==> src/rtl/sumador4bits.sv <==
// sumador4bits: registered unsigned 4-bit ripple-carry adder with a 5-bit result.
// A valid bit travels alongside the data and qualifies each registered sum.
// Optional macro SUMADOR4BITS_IN_REG_EN adds an input register stage
// (latency 2 instead of 1); results and reset values are otherwise identical.
module sumador4bits (
  input  logic       clk,
  input  logic       rst,
  input  logic [3:0] a,
  input  logic [3:0] b,
  input  logic       in_valid,
  output logic [4:0] sum,
  output logic       out_valid
);

  localparam int unsigned W = 4;

  logic [W-1:0] op_a;
  logic [W-1:0] op_b;
  logic         op_valid;

`ifdef SUMADOR4BITS_IN_REG_EN
  // Input stage: capture operands and valid, cleared by reset
  always_ff @(posedge clk) begin
    if (rst) begin
      op_a     <= W'(0);
      op_b     <= W'(0);
      op_valid <= 1'b0;
    end else begin
      op_a     <= a;
      op_b     <= b;
      op_valid <= in_valid;
    end
  end
`else
  assign op_a     = a;
  assign op_b     = b;
  assign op_valid = in_valid;
`endif

  // Ripple chain of full-adder cells, bit 0 to bit W-1, carry-in tied low
  logic [W:0]   carry;
  logic [W-1:0] bit_sum;
  logic [W:0]   add_result_c;

  assign carry[0] = 1'b0;

  for (genvar i = 0; i < W; i++) begin : g_fa
    assign bit_sum[i]  = op_a[i] ^ op_b[i] ^ carry[i];
    assign carry[i+1]  = (op_a[i] & op_b[i]) | (carry[i] & (op_a[i] ^ op_b[i]));
  end

  assign add_result_c = {carry[W], bit_sum};

  // Output register: sum updates every cycle, out_valid qualifies it
  always_ff @(posedge clk) begin
    if (rst) begin
      sum       <= (W+1)'(0);
      out_valid <= 1'b0;
    end else begin
      sum       <= add_result_c;
      out_valid <= op_valid;
    end
  end

endmodule

==> config.mk <==
export PLATFORM = sky130hd
export DESIGN_NAME = sumador4bits
export DESIGN_NICKNAME = d
export VERILOG_FILES = /design/src/rtl/sumador4bits.sv
export SDC_FILE = /design/constraint.sdc
export NUM_CORES = 1
export LEC_CHECK = 0
export ABC_AREA = 1
export ABC_CLOCK_PERIOD_IN_PS = 2360
export CAP_MARGIN = 0
export CELL_PAD_IN_SITES_DETAIL_PLACEMENT = 0
export CELL_PAD_IN_SITES_GLOBAL_PLACEMENT = 2
export CORE_UTILIZATION = 18
export CTS_BUF_LIST = sky130_fd_sc_hd__clkbuf_4 sky130_fd_sc_hd__clkbuf_8
export DETAILED_ROUTE_END_ITERATION = 10
export MAX_ROUTING_LAYER = met4
export PLACE_DENSITY_LB_ADDON = 0.15
export SLEW_MARGIN = 20
export SYNTH_ARGS = -nofsm -noshare
export SYNTH_HDL_FRONTEND = slang
export SYNTH_SLANG_ARGS = --single-unit
==> constraint.sdc <==
create_clock -name clk -period 2.36 [get_ports clk]
set_input_delay 0.472 -clock clk [delete_from_list [all_inputs] [get_ports clk]]
set_output_delay 0.472 -clock clk [all_outputs]
set_load 0.01 [all_outputs]
==> flow_results.org <==
** Cells and area
- The post-route netlist has 6.667% of its cells at a drive strength greater than 1.
- At the end of the flow the core is filled with cells to about a third.
- Area of all placed cells without fillers :: 454.2 sq um
- Relative area change from synthesis to final layout :: 79.70%
- Total inserted antenna cells :: 0
- At the end of the flow, the number of nets in the layout was 62.

** Setup path
- At the worst endpoint, the arrival time is approximately 2.3 ns.
- Required time worst endpoint :: roughly 2.5 ns
- In this run the worst path has a maximum fanout of 1.
- Worst Setup End Kind :: flop
- Critical path class :: input pin to flop
- Nature of the critical path startpoint :: input pin

** Synth
- The netlist uses 5 different library cells.
- After synthesis, the largest family of logic cells by area is adder cells.
- Number of flops mapped to enable cells by yosys :: 0
- For this run, the leading register cell type out of synthesis is dfxtp_1.
- The Yosys step of the flow raised 0 warnings.
- Cell types occupying the most area after synthesis :: dfxtp_1, fa_1, inv_1
- Synthesis handed over a netlist of 26 instances.
- Synthesized-area fraction occupied by and/or/nand/nor cells :: between 8 and 9%
- Counting instances in the post-synthesis netlist gives the leading cell types as inv_1, dfxtp_1, nor2_1.
- Post-synthesis instance area :: ~250 sq um
- Async set-or-reset flop fraction in the synthesized netlist :: 0%
- Summing the areas of all compound-gate instances in the mapped netlist gives 0% of the synthesized area.
- Multiplexer share of the synthesized area :: 0%
- After Yosys synthesis, full adders, half adders and majority gates account for between 20% and 30% of the synthesized area.
- Yosys instantiated no cell more often than inv_1.
- Post-Synth XOR/XNOR Area :: 0%
- After synthesis, flip-flops and latches occupy between 40% and 50% of the total area.
- The number of nets in the synthesized netlist is 41.
- A synthesized cell averages between 9 and 10 sq um.
- Synthesis inferred 6 register bits.
- dfxtp_1 takes more of the synthesized area than any other cell.
- The top cell type by area accounts for between 40% and 50% of the synthesized area.

** Global route
- The number of global-route vias before repair was between 150 and 200.
- Entering global routing, the biggest net connects 7 pins.
- After global routing the overflow that remains totals 0.
- The initial antenna violation count was 0.
- For this run, the total global-route usage over all layers was measured as 5.939%.
- First-pass GRT wire length :: between 500 and 600 um

** Hold path
- Beginning of the worst hold path :: in_valid
- Hold Path Cell Cnt :: 3
- Worst Hold Path EP :: out_valid$_SDFF_PP0_
- The tightest min-delay check is of the input pin to flop type.

** Drt
- In the final routed layout, each cell accounts on average for 6.967 um.
- Drt total wl :: about 420 um
- Vias/cell :: 3.333
- For this run, the detailed router's first-pass iteration total came to 1.
- In this run the remaining antenna-violating nets after routing total 0.
- Number of remaining DRC errors :: 0
- In this run, the number of DRC markers left after iteration 0 of detailed routing was 0.
- For this block, the via count after detailed routing is 200.

** Floorplanning
- After floorplanning, the core was divided into 13 placement rows.
- Initial Utilization :: between 10% and 20%
- In this run the vertical extent of the chip is between 30 and 40 um.
- Total I/O pin count :: 17
- The die covers ~0.0016 sq mm.
- In this run the standard cell core region covers 0.001301 sq mm.
- Die X-Extent :: between 30 and 40 um

** Placement
- Cell Area, Placed :: between 400 and 500 sq um
- At the end of routability-driven placement, the weighted congestion stood at 0.5523.
- Input and output buffers added on the ports amount to 16.
- Post-detailed-placement half-perimeter wirelength :: approximately 380 um

** Timing
- The worst path uses between 90 and 100% of the clock period.
- The smallest clock period supported by the final layout is computed as ~2.1 ns.
- Max-slew violations :: 0
- The worst pin sits at a relative slew slack of between 80 and 90%.
- Final hold violations :: 0
- Setup repair after global routing missed its margin :: no
- TNS Setup :: 0 ns
- Setup violations remaining at the end of the flow were counted as 0.
- For the pin with the worst max-slew slack, the measured transition is between 0.15 and 0.2 ns.
- Peak clock frequency supported by timing :: around 470 MHz

** Clock network
- Hold-fix buffers, CTS :: 0
- Cells resized by post-CTS repair :: 0
- Root cell of the clock tree :: clkbuf_4
- CTS clk-pin slew, worst paths :: around 0.040 ns
- Number of buffers between clock root and the deepest sink :: 2
- CTS tree :: done
- In this run the number of H-tree levels came out at 1.
- Buffers inserted by post-CTS timing repair :: 0
- Num Clock Sinks :: 6
- Num CTS Buffers :: 3

** Power and ir drop
- Power density over the cells :: about 580 mW/mm^2
- After layout, the design draws a total of around 0.26 mW.
- Leakage power summed over all cells :: 0.2171 nW
- Largest voltage drop on the vdd net :: between 0.15 and 0.2 mV

** Job
- Count of max-cap constraint violations :: 0

** Outcome
- Run status :: completed
## cell usage in the layout, fill, tap and decap left out
| master | count |
|---|---|
| clkbuf_4 | 3 |
| clkdlybuf4s50_1 | 16 |
| dfxtp_1 | 6 |
| fa_1 | 3 |
| ha_1 | 1 |
| inv_1 | 10 |
| nor2_1 | 6 |
## layout make-up
cell class,instances,area (sq um)
fillers,140,847.1
repair buffers,16,160.2
flip-flops and latches,6,120.1
multi-input cells,10,95.09
inverters,10,37.54
clock buffers,3,22.52
well taps,15,18.77
## power by group
part           switching (mW)  total [mW]  internal, mW
clock                  0.0317      0.0889        0.0572
sequential            0.00216       0.114         0.111
combinational          0.0224      0.0608        0.0384
## kinds of logic after synthesis
| logic type | Yosys count |
|---|---|
| buf+inv | 10 |
| fa+ha+maj | 4 |
| simple gates | 6 |
| flops | 6 |
## routing by layer
layer | vias to the layer above | share of wire [%] | global-route usage [%]
met5 | - | 0 | -
met3 | 0 | 7.7 | 0
met4 | 0 | 0 | 10.34
met1 | 84 | 38 | 4.844
li1 | 107 | - | -
met2 | 9 | 55 | 9.426
## worst max-delay path by stage
stage / start / end / slack [ns] / cells after the start
after floorplan: a[0] / sum[3]$_SDFF_PP0_ / 0.52 / 8
after global placement: a[0] / sum[3]$_SDFF_PP0_ / -0.02 / 9
after detailed placement: b[0] / sum[3]$_SDFF_PP0_ / -0.04 / 9
after CTS: b[0] / sum[3]$_SDFF_PP0_ / 0.21 / 9
after global routing: a[0] / sum[3]$_SDFF_PP0_ / 0.14 / 9
final: b[0] / sum[3]$_SDFF_PP0_ / 0.22 / 9
## per-stage QoR
stage	instances	hold WS (ns)	setup WS, ns
2_1_floorplan	26	0.5387	0.5165
3_3_place_gp	57	1.003	-0.01831
3_5_place_dp	57	1.016	-0.04403
4_1_cts	60	0.7617	0.2101
5_1_grt	60	0.7901	0.1388
6_report	60	0.7626	0.2181
## state kept, by name (all words and copies together) (netlist names)
register / cells
sum: 5
out_valid: 1
## worst max-delay path: stages
cell	delay, ns
clkdlybuf4s50_1	0.47
ha_1	0.13
inv_1	0.04
fa_1	0.35
inv_1	0.07
fa_1	0.16
inv_1	0.05
fa_1	0.48
nor2_1	0.04
(Power assumes the default switching activity.)
